--- config.mk ---
export PLATFORM = sky130hd
export DESIGN_NAME = div_seq16
export DESIGN_NICKNAME = d
export VERILOG_FILES = /design/src/rtl/div_pkg.sv /design/src/rtl/counter_16.sv /design/src/rtl/div_seq16.sv
export SDC_FILE = /design/constraint.sdc
export NUM_CORES = 1
export LEC_CHECK = 0
export BUFFER_PORTS_ARGS = -buffer_cell sky130_fd_sc_hd__buf_2
export CAP_MARGIN = 20
export CORE_MARGIN = 5
export CORE_UTILIZATION = 28
export DETAILED_ROUTE_END_ITERATION = 6
export PLACE_DENSITY_LB_ADDON = 0.08
export SLEW_MARGIN = 20
export SYNTH_ARGS = -nofsm -noshare
export SYNTH_HDL_FRONTEND = slang
export SYNTH_SLANG_ARGS = --single-unit
--- constraint.sdc ---
create_clock -name clk -period 2.7 [get_ports clk]
set_input_delay 0 -clock clk [delete_from_list [all_inputs] [get_ports clk]]
set_output_delay 0 -clock clk [all_outputs]
set_load 0.01 [all_outputs]
--- src/rtl/div_pkg.sv ---
// ============================================================================
//  Module      : div_pkg
//  Description : Shared types and constants for the div_seq16 sequential
//                restoring divider and its iteration counter.
//  Revision    : 1.0 - initial release
// ============================================================================
`default_nettype none

package div_pkg;

  // Divider control states
  typedef enum logic [1:0] {
    IDLE = 2'd0,
    RUN  = 2'd1,
    DONE = 2'd2
  } div_state_e;

  // One quotient bit per iteration; also the operand width
  localparam int          DIV_ITERS     = 16;
  // Counter value on the final iteration
  localparam logic [3:0]  DIV_LAST_ITER = 4'd15;
  // Quotient reported for a zero divisor
  localparam logic [15:0] DIV0_QUOTIENT = 16'hFFFF;

endpackage

`default_nettype wire

--- src/rtl/counter_16.sv ---
// ============================================================================
//  Module      : counter_16
//  Description : 4-bit iteration counter (counts 0..15, wraps to 0).
//                clr is a synchronous clear with priority over en.
//  Ports       : clk   - clock, rising edge
//                rst_n - asynchronous active-low reset
//                clr   - synchronous clear
//                en    - count enable
//                q     - current count
//  Revision    : 1.0 - initial release
// ============================================================================
`default_nettype none

module counter_16
  import div_pkg::*;
(
  input  logic       clk,
  input  logic       rst_n,
  input  logic       clr,
  input  logic       en,
  output logic [3:0] q
);

  logic [3:0] cnt_q;

  always_ff @(posedge clk or negedge rst_n) begin
    if (!rst_n) begin
      cnt_q <= 4'd0;
    end else if (clr) begin
      cnt_q <= 4'd0;
    end else if (en) begin
      cnt_q <= cnt_q + 4'd1;
    end
  end

  assign q = cnt_q;

endmodule

`default_nettype wire

--- src/rtl/div_seq16.sv ---
// ============================================================================
//  Module      : div_seq16
//  Description : Sequential 16-bit unsigned restoring divider. One quotient
//                bit per cycle; 17 cycles from start to ready, 1 cycle for a
//                zero divisor.
//  Ports       : clk       - clock, rising edge
//                clr       - asynchronous active-low reset
//                start     - request strobe, sampled in IDLE only
//                dividend  - 16-bit unsigned dividend (sampled with start)
//                divisor   - 16-bit unsigned divisor  (sampled with start)
//                quotient  - registered quotient
//                remainder - registered remainder
//                busy      - high in RUN and DONE
//                ready     - one-cycle result-valid pulse
//                div0      - divisor was zero; held with the result
//  Revision    : 1.0 - initial release
// ============================================================================
`default_nettype none

module div_seq16
  import div_pkg::*;
(
  input  logic                 clk,
  input  logic                 clr,
  input  logic                 start,
  input  logic [DIV_ITERS-1:0] dividend,
  input  logic [DIV_ITERS-1:0] divisor,
  output logic [DIV_ITERS-1:0] quotient,
  output logic [DIV_ITERS-1:0] remainder,
  output logic                 busy,
  output logic                 ready,
  output logic                 div0
);

  div_state_e           state_q, state_d;
  logic [DIV_ITERS-1:0] wq_q, wq_d;       // working quotient / dividend shifter
  // Partial remainder. The 17-bit trial lives in s/d; the kept value is
  // always below the divisor, so its MSB is 0 and only 16 bits are stored.
  logic [DIV_ITERS-1:0] rem_q, rem_d;
  logic [DIV_ITERS-1:0] dvs_q, dvs_d;     // captured divisor
  logic [DIV_ITERS-1:0] quot_q, quot_d;
  logic [DIV_ITERS-1:0] remo_q, remo_d;
  logic                 div0_q, div0_d;
  logic                 load;

  logic [DIV_ITERS:0]   s;
  logic [DIV_ITERS:0]   d;
  logic [3:0]           cnt;

  assign s = {rem_q, wq_q[DIV_ITERS-1]};
  assign d = s - {1'b0, dvs_q};

  // Clearing on reset as well as on load keeps the count aligned to E1.
  counter_16 u_iter_cnt (
    .clk   (clk),
    .rst_n (clr),
    .clr   (~clr | load),
    .en    (state_q == RUN),
    .q     (cnt)
  );

  always_ff @(posedge clk or negedge clr) begin
    if (!clr) begin
      state_q <= IDLE;
    end else begin
      state_q <= state_d;
    end
  end

  always_ff @(posedge clk or negedge clr) begin
    if (!clr) begin
      wq_q   <= '0;
      rem_q  <= '0;
      dvs_q  <= '0;
      quot_q <= '0;
      remo_q <= '0;
      div0_q <= 1'b0;
    end else begin
      wq_q   <= wq_d;
      rem_q  <= rem_d;
      dvs_q  <= dvs_d;
      quot_q <= quot_d;
      remo_q <= remo_d;
      div0_q <= div0_d;
    end
  end

  always_comb begin
    state_d = state_q;
    wq_d    = wq_q;
    rem_d   = rem_q;
    dvs_d   = dvs_q;
    quot_d  = quot_q;
    remo_d  = remo_q;
    div0_d  = div0_q;
    load    = 1'b0;

    unique case (state_q)
      IDLE: begin
        if (start) begin
          if (divisor != '0) begin
            load    = 1'b1;
            wq_d    = dividend;
            rem_d   = '0;
            dvs_d   = divisor;
            state_d = RUN;
          end else begin
            quot_d  = DIV0_QUOTIENT;
            remo_d  = dividend;
            div0_d  = 1'b1;
            state_d = DONE;
          end
        end
      end

      RUN: begin
        // Negative trial (borrow) means restore: keep the shifted value.
        if (!d[DIV_ITERS]) begin
          rem_d = d[DIV_ITERS-1:0];
          wq_d  = {wq_q[DIV_ITERS-2:0], 1'b1};
        end else begin
          rem_d = s[DIV_ITERS-1:0];
          wq_d  = {wq_q[DIV_ITERS-2:0], 1'b0};
        end
        if (cnt == DIV_LAST_ITER) begin
          quot_d  = wq_d;
          remo_d  = rem_d;
          div0_d  = 1'b0;
          state_d = DONE;
        end
      end

      DONE: begin
        state_d = IDLE;
      end

      default: begin
        state_d = IDLE;
      end
    endcase
  end

  assign quotient  = quot_q;
  assign remainder = remo_q;
  assign div0      = div0_q;
  assign busy      = (state_q != IDLE);
  assign ready     = (state_q == DONE);

endmodule

`default_nettype wire

; Yosys cells after proc, flatten, opt, wreduce, memory -nomap -nowiden
; Index checks and enable logic that the tools add are counted.
[totals]
regBits = 87
elab_cells = 57
[classes]
addsub = 2
n_eq_ne = 7
muxes = 29
bitwise = 2
n_reduce_logical = 9
[ops]
columns = op, n
row1 = $mux W16, 11
row2 = $pmux W16 S2, 4
row3 = $sub A17 B16 Y17, 1
row4 = $reduce_bool A16 Y1, 1
row5 = $mux W4, 2
row6 = $ne A2 B2 Y1 const B, 4
row7 = $mux W1, 7
row8 = $mux W2, 3
row9 = $reduce_and A3 Y1, 2
row10 = $reduce_bool A2 Y1, 3
row11 = $add A4 B1 Y4 const B, 1
row12 = $eq A4 B4 Y1 const B, 1
row13 = $pmux W2 S2, 1
row14 = $reduce_and A4 Y1, 1
row15 = $eq A2 B1 Y1 const B, 1
row16 = $eq A2 B2 Y1 const B, 1
row17 = $logic_not A2 Y1, 1
row18 = $pmux W1 S2, 1
row19 = $reduce_and A2 Y1, 1
row20 = $not A1 Y1, 1
row21 = $or A1 B1 Y1, 1

; Depth between registers and ports, before layout
; Gate-level depths: netlist (run 1).
[depth]
word_depth = 6
ltp_mapped = 11
depth_no_buf = 10

; Modules after synthesis
; Synthesis (run 1) repeated with hierarchy kept, for this count alone.
[unflattened]
hier_cells = 484
hier_area_um2 = 4648.2
[by_module_without_submodules]
columns = mod, n_inst, cells_per_inst, area_each_um2, seq_area_each_um2
row1 = div_seq16, 1, 468, 4455.5, 2077.0
row2 = counter_16, 1, 16, 192.7, 100.1

; Worst setup path after synthesis (run 1)
; No wires, ideal clock.
[synth_timing]
path_kind = reg-to-reg
startpoint = register wq_q[15]
endpoint = register remo_q[1] (netlist: remainder[1])
setup_time_ps = 80
arrival_time_ps = 2394
required_ps = 2620
setup_slack_ps = 225
path_stages_with_launch = 12
cell_sequence = dfrtp_1 inv_1 ha_1 fa_1 nand2b_1 a21oi_1 o21ai_2 o211a_1 o211a_4 buf_6 mux2_4 o22ai_2
[synth_via]
elab_chain_len = 4
[synth_lines]
columns = element, line
row1 = "start, declared", div_seq16.sv:36  ; logic [DIV_ITERS-1:0] wq_q, wq_d;
row2 = "start signal, assigned", div_seq16.sv:79  ; wq_q <= wq_d;
row3 = $sub A17 B16 Y17, div_seq16.sv:51  ; assign d = s - {1'b0, dvs_q};
row4 = $mux W16, div_seq16.sv:118  ; if (!d[DIV_ITERS]) begin
row5 = $mux W16, div_seq16.sv:125  ; if (cnt == DIV_LAST_ITER) begin
row6 = $pmux W16 S2, div_seq16.sv:98  ; unique case (state_q)
row7 = "end signal, assigned", div_seq16.sv:83  ; remo_q <= remo_d;
row8 = "end, declared", div_seq16.sv:42  ; logic [DIV_ITERS-1:0] remo_q, remo_d;
; No other way between the ends. The select of a mux whose other input is x is not followed.
; A chain may end at the register's enable or synchronous reset.

; Final worst setup path (run 1)
[layout_timing]
startpoint = register wq_q[15]
endpoint = register rem_q[8]
[layout_via]
elab_chain_len = 3
[layout_lines]
columns = element, line
row1 = $sub A17 B16 Y17, div_seq16.sv:51
row2 = $mux W16, div_seq16.sv:118
row3 = $pmux W16 S2, div_seq16.sv:98
row4 = "end signal, assigned", div_seq16.sv:80  ; rem_q <= rem_d;
row5 = "end, declared", div_seq16.sv:39  ; logic [DIV_ITERS-1:0] rem_q, rem_d;
; No other way between the ends.

==> results of run 1 <==
==> kinds of logic (layout without fill, tap and decap cells) <==
| group | Yosys count | in the layout | share of synthesized area (%) |
|---|---|---|---|
| mux | 29 | 29 | 6.59 |
| flops | 87 | 87 | 47.9 |
| fa+ha+maj | 18 | 18 | 5.13 |
| buf+inv | 49 | 159 | 4.35 |
| simple gates | 127 | 127 | 12.3 |
| xor+xnor | 14 | 14 | 2.70 |
| compound gates | 144 | 145 | 21.0 |
==> registers in the layout (all words and copies together) (netlist names) <==
| register | flops |
|---|---|
| rem_q | 16 |
| state_q | 2 |
| dvs_q | 16 |
| quotient | 16 |
| wq_q | 16 |
| u_iter_cnt.q | 4 |
| div0 | 1 |
| remainder | 16 |
==> layer usage <==
metal  wire, um  GRT usage (%)  vias to the layer above
met5          0              0                        -
met2       6700           25.4                       71
met4        217           5.32                        0
met3        439           2.34                       15
li1           -              -                     1897
met1       6470           21.3                     1891
==> worst max path at each step <==
stage | end | cells past startpoint | slack (ns)
2_1_floorplan | remainder[1] | 11 | 0.23
3_3_place_gp | rem_q[13] | 9 | 0.02
3_5_place_dp | rem_q[13] | 9 | -0.02
4_1_cts | rem_q[11] | 11 | 0.01
5_1_grt | rem_q[13] | 8 | 0.0005
6_report | rem_q[8] | 11 | 0.15
==> cell type report <==
| class | instances | area, um^2 |
|---|---|---|
| flip-flops and latches | 87 | 2180 |
| fillers | 1667 | 10000 |
| multi-input cells | 333 | 2220 |
| well taps | 216 | 270 |
| clock buffers | 9 | 225 |
| repair buffers | 119 | 841 |
| clock inverters | 7 | 61.3 |
| inverters | 24 | 90.1 |
==> worst max-delay path: cells and delay by family (launching register included) <==
kind                     cells  cell delay [ns]
adder cells (fa/ha/maj)      2             0.60
flip-flops                   1             0.35
AND/OR/NAND/NOR              1             0.21
multiplexers                 1             0.22
buffers and inverters        2             0.21
AO/OA/AOI/OAI                5             0.81
==> layout by cell type (no fill, tap or decap), drive strengths merged, types with 3 or more instances in the layout <==
cell / instances
a211oi: 5
a21o: 7
a21oi: 28
a31oi: 6
buf: 87
clkbuf: 9
dfrtp: 87
dlygate4sd3: 32
ha: 17
inv: 28
mux2: 4
mux2i: 25
nand2: 60
nand2b: 7
nand3: 3
nand4: 5
nor2: 32
nor3: 4
nor4: 5
o211a: 3
o211ai: 3
o21ai: 54
o22a: 15
o22ai: 9
or3: 4
xnor2: 7
xor2: 7
==> stage by stage <==
step / hold WS [ns] / worst slack (ns) / setup TNS, ns / total power [mW] / cells
finish: 0.0843 / 0.153 / 0 / 6.63 / 795
global route: 0.111 / 0.000472 / 0 / 7.17 / 795
CTS: 0.0874 / 0.0107 / 0 / 6.60 / 793
detailed placement: 0.157 / -0.0199 / -0.0199 / 5.28 / 745
global placement: 0.158 / 0.0195 / 0 / 5.27 / 745
floorplan: -0.296 / 0.225 / 0 / 4.29 / 468
==> power breakdown <==
group	switching, mW	internal, mW	total (mW)
Sequential	0.292	1.66	1.95
Combinational	1.92	1.52	3.44
Clock	0.596	0.646	1.24
==> what timing repair did <==
item / in CTS / in global routing
gates cloned: 0 / 1
gates resized for setup: 1 / 5
hold endpoints to repair: 127 / 0
pin swaps: 1 / 1
endpoints found under the setup margin: 2 / 33
hold buffers: 32 / 0
buffers inserted: 0 / 1
==> qor.txt, run 1 <==
outcome - complete, no violations
# setup viols final - 0
Core Box Area - 15900 um^2
# IOs - 70
TritonCTS buffer count - 9
Reg2Reg Capture Point - rem_q[8]
max incr delay on CP - 0.38 ns
worst-path maximum fanout - 6
most frequent cells after synthesis - dfrtp_1, nand2_1, o21ai_0
crit path from - wq_q[15]
WL/cell - 17.4 um
power per standard cell area - 1130 nW/um^2
Hold Crit Depth - 3
synthesis-to-layout area growth - 29.6%
Longest Clk Path Bufs - 2
Worst-Margin Slew - 0.613 ns
CTS sink cnt - 87
gr usage total - 15.6%
share of post-route cells with drive strength above 1 - 21.1%
RSZ-0062 raised after global routing - false
relative slew slack - 58.9%
Detail Route Antenna Nets - 0
VDD IR max - 0.449 mV
Worst Hold Path EP - wq_q[15]
first-pass GRT wire length - 22300 um
count leader, synth - dfrtp_1
Synth area leader - dfrtp_1
Clock Skews - 0.0120 ns
final net count - 627
die width - 137 um
# rows - 46
Vert. Die Dim - 137 um
vias in the first global route - 3971
Ys Warns - 0
Detailed Route WL - 13800 um
crit share post-route - 94.3%
fin area - 5890 um^2
via count - 3874
Max-Cap Viols - 0
Initial Utilization - 28.6%
Crit path required time - 2.92 ns
count of flip-flops with a built-in enable after synthesis - 0
Placer Congestion - 0.775
Post-synth ARST share - 100%
DIE AREA - 18900 um^2
initial antenna violation count - 1
crit end category - register
Yosys reg bits - 87
WP data arrival - 2.77 ns
Reg clk slew, reported paths - 0.07 ns
Synth Instances - 468
Hold Fails Final Rpt - 0
Placed Instance Area - 5240 um^2
Final Util - 37.1%
Post-Syn Area - 4540 um^2
reg2reg path depth - 11
Slew Limit Fails - 0
DRT iter0 DRCs - 195
post-route minimum period - 2.55 ns
Clock Latency Late Sink - 0.35 ns
largest net degree at the start of global routing - 88
Via-to-Cell Ratio - 4.87
Unique masters post-synth - 51
post-synthesis average cell area - 9.70 um^2
Reg2Reg Setup Slack - 0.15 ns
port bufs - 69
Leakage - 2.74 nW
Max Freq - 0.393 GHz
critical path cell sequence - inv_1 > ha_1 > fa_1 > nand2b_1 > a21oi_4 > o21ai_2 > o211a_1 > o211a_4 > buf_4 > mux2i_1 > o21ai_0
dominant synthesized flop cell - dfrtp_1
half-perimeter wire length after placement - 9890 um
drt drc - 0
TritonCTS clock tree - done
R2R Path Start - wq_q[15]
number of inserted diodes - 0
gr ovfl total - 0
startpoint types - register
H-Tree Depth - 3
hold wc startpoint - dividend[15]
syn_nets - 521
Setup CP Type - register to register
First-pass DRT Iterations - 4
HP Class - primary input to register
sequential element share of the synthesized area - 47.9%
root buffer cell - clkbuf_16
largest cells by area after synthesis - dfrtp_1, o21ai_0, mux2i_1
CP max-delay cell - fa_1
post-synth top area share - 47.9%
Power figures use the tool's default switching activity.
==> run 2, diff against run 1 <==
--- a/config.mk
+++ b/config.mk
@@ -11,6 +11,7 @@
 export CORE_UTILIZATION = 28
 export DETAILED_ROUTE_END_ITERATION = 6
 export PLACE_DENSITY_LB_ADDON = 0.08
+export REMOVE_ABC_BUFFERS = 1
 export SLEW_MARGIN = 20
 export SYNTH_ARGS = -nofsm -noshare
 export SYNTH_HDL_FRONTEND = slang
==> constraint.sdc (replaced) <==
create_clock -name clk -period 2.7 [get_ports clk]
set_input_delay 0 -clock clk [delete_from_list [all_inputs] [get_ports clk]]
set_output_delay 0 -clock clk [all_outputs]
set_load 0.005 [all_outputs]
==> run 2 against run 1 <==
Net effect:
- via count shrank 1.4%
- critical path depth did not move
- global-route usage shrank 0.89 points
- fmax increased by 0.84%
- critical path type unchanged
- largest power group unchanged
==> qor.txt, run 2 (synthesis results as in run 1) <==
outcome - complete, no violations
Hold WS - 0.0400 ns
HP Class - primary input to register
Via-to-Cell Ratio - 4.78
switching share of power - 41.1%
DP Worst Slack - -0.0305 ns
via count - 3820
post-route minimum period - 2.53 ns
commonest non-fill, non-tap cell in the layout - dfrtp_1
die width - 137 um
Initial Utilization - 28.6%
WP data arrival - 2.76 ns
setup TNS - 0 ns
gr usage total - 14.8%
Crit path required time - 2.93 ns
DRT iter0 DRCs - 153
Detailed Route WL - 12900 um
largest net degree at the start of global routing - 42
TritonCTS buffer count - 9
power per standard cell area - 1140 nW/um^2
P_sw - 2.78 mW
worst-path maximum fanout - 9
most frequent cells in the layout - dfrtp_1, buf_2, nand2_1
DIE AREA - 18900 um^2
Slew Limit Fails - 0
number of inserted diodes - 0
First-pass DRT Iterations - 4
Longest Clk Path Bufs - 2
setup ws final - 0.174 ns
TritonCTS clock tree - done
total power - 6.77 mW
Clk pwr share - 17.2%
initial antenna violation count - 0
Hold Crit Depth - 4
root buffer cell - clkbuf_16
Leakage - 2.77 nW
combinational share of power - 54.5%
startpoint types - register
relative slew slack - 61.8%
synthesis-to-layout area growth - 31.3%
gr ovfl total - 0
VDD IR max - 0.392 mV
# setup viols final - 0
Reg clk slew, reported paths - 0.07 ns
critical path cell sequence - inv_1 > ha_1 > fa_1 > nand2b_4 > a21oi_2 > o21ai_2 > o211a_1 > o211a_4 > clkbuf_16 > a221oi_1 > a21oi_1
Placer Congestion - 0.834
fin area - 5960 um^2
CTS sink cnt - 87
H-Tree Depth - 3
# IOs - 70
Hold Fails Final Rpt - 0
first-pass GRT wire length - 21500 um
vias in the first global route - 4049
Max-Cap Viols - 0
Seq pwr share - 28.3%
Core Box Area - 15900 um^2
Worst-Margin Slew - 0.566 ns
Max Freq - 0.396 GHz
Clock Latency Late Sink - 0.35 ns
max incr delay on CP - 0.40 ns
# rows - 46
Setup CP Type - register to register
Vert. Die Dim - 137 um
reg2reg path depth - 11
Placed Instance Area - 5260 um^2
share of post-route cells with drive strength above 1 - 22.8%
Int Pwr - 3.99 mW
CP max-delay cell - fa_1
drt drc - 0
final net count - 632
port bufs - 69
RSZ-0062 raised after global routing - false
Detail Route Antenna Nets - 0
half-perimeter wire length after placement - 9420 um
Clock Skews - 0.00953 ns
crit share post-route - 93.6%
crit end category - register
WL/cell - 16.1 um
fillers - 1676
-- run 2: final timing paths --
kind | from | end | slack, ns
worst max-delay path | wq_q[15] | remainder[9] | 0.17
worst min register to register | quotient[6] | quotient[6] | 0.48
worst min-delay path | dividend[15] | remainder[15] | 0.04
worst max register to register | wq_q[15] | remainder[9] | 0.17
max in group asynchronous | clr | dvs_q[10] | 1.72
min in group asynchronous | clr | quotient[14] | 0.18
-- run 2: timing repair --
item,CTS,global route
pin swaps,0,3
cloned,0,1
endpoints found under the hold margin,79,0
setup endpoints to repair,3,29
setup buffers,0,3
gates resized for setup,2,10
hold buffers,32,0
-- run 2: cell type report --
cell class,count,area [um^2],share of cell area (%)
timing repair buffer,125,903,15.2
sequential,87,2180,36.5
clock inverter,6,37.5,0.630
multi-input combinational,332,2250,37.8
tap,216,270,4.53
clock buffer,10,229,3.84
inverter,24,90.1,1.51
-- run 2: per-stage QoR --
| stage | utilization [%] | std cells |
|---|---|---|
| detailed placement | 33.1 | 748 |
| floorplan | - | 443 |
| global route | 37.5 | 800 |
| global placement | 33.1 | 748 |
| CTS | 36.9 | 796 |
| finish | 37.5 | 800 |
-- run 2: routing by layer --
layer,GRT usage (%),share of wire (%)
met5,0,0
met4,3.82,1.2
met2,25.2,49
met1,18.8,47
met3,3.40,3.3
-- run 2: critical path, delay by kind of cell, from the launching register on --
kind                       cells  cell delay (ns)
AOI/OAI and AO/OA              6             1.03
adders and majority gates      2             0.62
DFF                            1             0.34
buffers and inverters          2             0.24
and+or+nand+nor                1             0.17
-- run 2: power by group through the flow --
stage	Clock, mW	Sequential [mW]	Combinational, mW
3_3_place_gp	0	1.93	3.26
2_1_floorplan	0	1.85	2.37
6_report	1.17	1.92	3.69
5_1_grt	1.26	1.97	4.12
3_5_place_dp	0	1.94	3.27
4_1_cts	1.21	1.92	3.39
==> run 3, diff against run 2 <==
--- a/config.mk
+++ b/config.mk
@@ -8,7 +8,7 @@
 export BUFFER_PORTS_ARGS = -buffer_cell sky130_fd_sc_hd__buf_2
 export CAP_MARGIN = 20
 export CORE_MARGIN = 5
-export CORE_UTILIZATION = 28
+export CORE_UTILIZATION = 35
 export DETAILED_ROUTE_END_ITERATION = 6
 export PLACE_DENSITY_LB_ADDON = 0.08
 export REMOVE_ABC_BUFFERS = 1
==> run 3 against run 2 <==
Net effect:
- die area down 19%
- sequential power is essentially flat
- sequential share of layout area grew 0.41 points
- routed wire length fell by 6.8%
- cell area fell by 1.1%
- fmax barely moved
- utilization grew 9.0 points
- via count decreased by 0.52%
- non-clock buffer count is 2 lower
- count of clock-buffer cells in the layout rose by 2
- register-to-register slack barely moved
- highest routed layer unchanged
==> qor.txt, run 3 (synthesis results as in run 1) <==
outcome - complete, no violations
initial antenna violation count - 0
power per standard cell area - 1140 nW/um^2
DP Worst Slack - 0.0707 ns
die width - 124 um
TritonCTS clock tree - done
Hold Fails Final Rpt - 0
number of inserted diodes - 0
worst-path maximum fanout - 15
DIE AREA - 15400 um^2
Placer Congestion - 0.841
# IOs - 70
synthesis-to-layout area growth - 29.8%
hold wc startpoint - dividend[12]
# setup viols final - 0
switching share of power - 39.4%
final net count - 630
via count - 3800
Slew Limit Fails - 0
Detailed Route WL - 12000 um
commonest non-fill, non-tap cell in the layout - dfrtp_1
Worst Hold Path EP - wq_q[12]
P_sw - 2.65 mW
most used routing layer - met2
port bufs - 69
Crit path required time - 2.91 ns
WL/cell - 16.0 um
WP data arrival - 2.74 ns
Hold Crit Depth - 3
VDD IR max - 0.412 mV
Clock Skews - 0.0111 ns
Core Box Area - 12700 um^2
Reg clk slew, reported paths - 0.06 ns
H-Tree Depth - 3
post-route minimum period - 2.53 ns
Max Freq - 0.396 GHz
Via-to-Cell Ratio - 5.04
Initial Utilization - 35.8%
Clk pwr share - 20.3%
half-perimeter wire length after placement - 8810 um
CTS sink cnt - 87
Max-Cap Viols - 0
crit share post-route - 93.6%
R2R Path Start - wq_q[15]
gr ovfl total - 0
crit end category - register
Clock Latency Late Sink - 0.35 ns
relative slew slack - 61.7%
largest net degree at the start of global routing - 34
share of post-route cells with drive strength above 1 - 22.2%
Setup CP Type - register to register
met3 usage - 3.54%
# rows - 41
Longest Clk Path Bufs - 2
gr usage total - 16.8%
DRT iter0 DRCs - 174
root buffer cell - clkbuf_16
HP Class - primary input to register
TritonCTS buffer count - 9
crit path from - wq_q[15]
most frequent cells in the layout - dfrtp_1, buf_2, nand2_1
Seq pwr share - 28.4%
combinational share of power - 51.3%
First-pass DRT Iterations - 4
vias in the first global route - 3951
reg2reg path depth - 12
Reg2Reg Setup Slack - 0.17 ns
drt drc - 0
Detail Route Antenna Nets - 0
Leakage - 2.77 nW
total power - 6.73 mW
Vert. Die Dim - 124 um
Worst-Margin Slew - 0.575 ns
met1 usage - 21.0%
startpoint types - register
first-pass GRT wire length - 20000 um
setup ws final - 0.173 ns
Reg2Reg Capture Point - rem_q[15]
met2 GRT Util - 28.2%
Int Pwr - 4.08 mW
-- run 3: cell count changes in the layout (fill, tap and decap cells not counted), moves of 2 or more --
cell       previous run  this run
clkinv_2              4         0
o21ai_0              51        49
mux2i_2               2         4
bufinv_16             0         2
o21ai_1               0         2
-- run 3: metal layers --
layer / routed length [um] / share of wire, %
met5: 0 / 0
met4: 223 / 1.9
met3: 430 / 3.6
met2: 5970 / 50
met1: 5410 / 45
-- run 3: stage by stage --
step	area (um^2)	std cells	setup TNS [ns]	utilization [%]	hold slack [ns]
after floorplan	4430	443	-44.18	-	-0.296
after global placement	5210	706	0	41.1	-0.0137
after detailed placement	5210	706	0	41.1	-0.0118
after CTS	5840	753	0	46.1	0.0201
after global routing	5900	754	-0.00449	46.5	0.0587
final	5900	754	0	46.5	0.0260
-- run 3: power by group through the flow --
stage	clock network, mW	registers (mW)	logic (mW)
detailed placement	0	1.93	3.23
finish	1.36	1.91	3.45
global route	1.46	1.96	3.86
floorplan	0	1.85	2.37
CTS	1.40	1.91	3.27
global placement	0	1.93	3.19
-- run 3: worst max-delay path by stage --
stage | slack [ns] | endpoint | depth (start not counted)
floorplan | -0.89 | rem_q[9] | 4
global placement | 0.10 | rem_q[15] | 12
detailed placement | 0.07 | rem_q[15] | 12
CTS | 0.05 | rem_q[15] | 12
global route | -0.004 | rem_q[14] | 9
finish | 0.17 | rem_q[15] | 12
-- run 3: final cells by class --
type	instances	area, um^2
Clock buffer	12	246
Clock inverter	4	77.6
Inverter	24	90.1
Multi-Input combinational cell	332	2230
Tap cell	172	215
Sequential cell	87	2180
Fill cell	1269	6780
Timing Repair Buffer	123	856
-- run 3: worst max-delay path, cell delays in order (launching register included) --
cell	delay, ns
dfrtp_1	0.34
inv_1	0.06
ha_1	0.23
fa_2	0.36
nand2b_4	0.16
a21oi_1	0.12
buf_4	0.14
o21ai_2	0.06
nand4_1	0.11
o211a_4	0.25
buf_12	0.18
mux2i_2	0.26
o21ai_0	0.10
-- run 3: repair_timing --
| action | in CTS | in global routing |
|---|---|---|
| setup endpoints to repair | 0 | 22 |
| endpoints found under the hold margin | 68 | 0 |
| resized for setup | 0 | 11 |
| hold buffers | 31 | 0 |
| setup buffers | 0 | 1 |
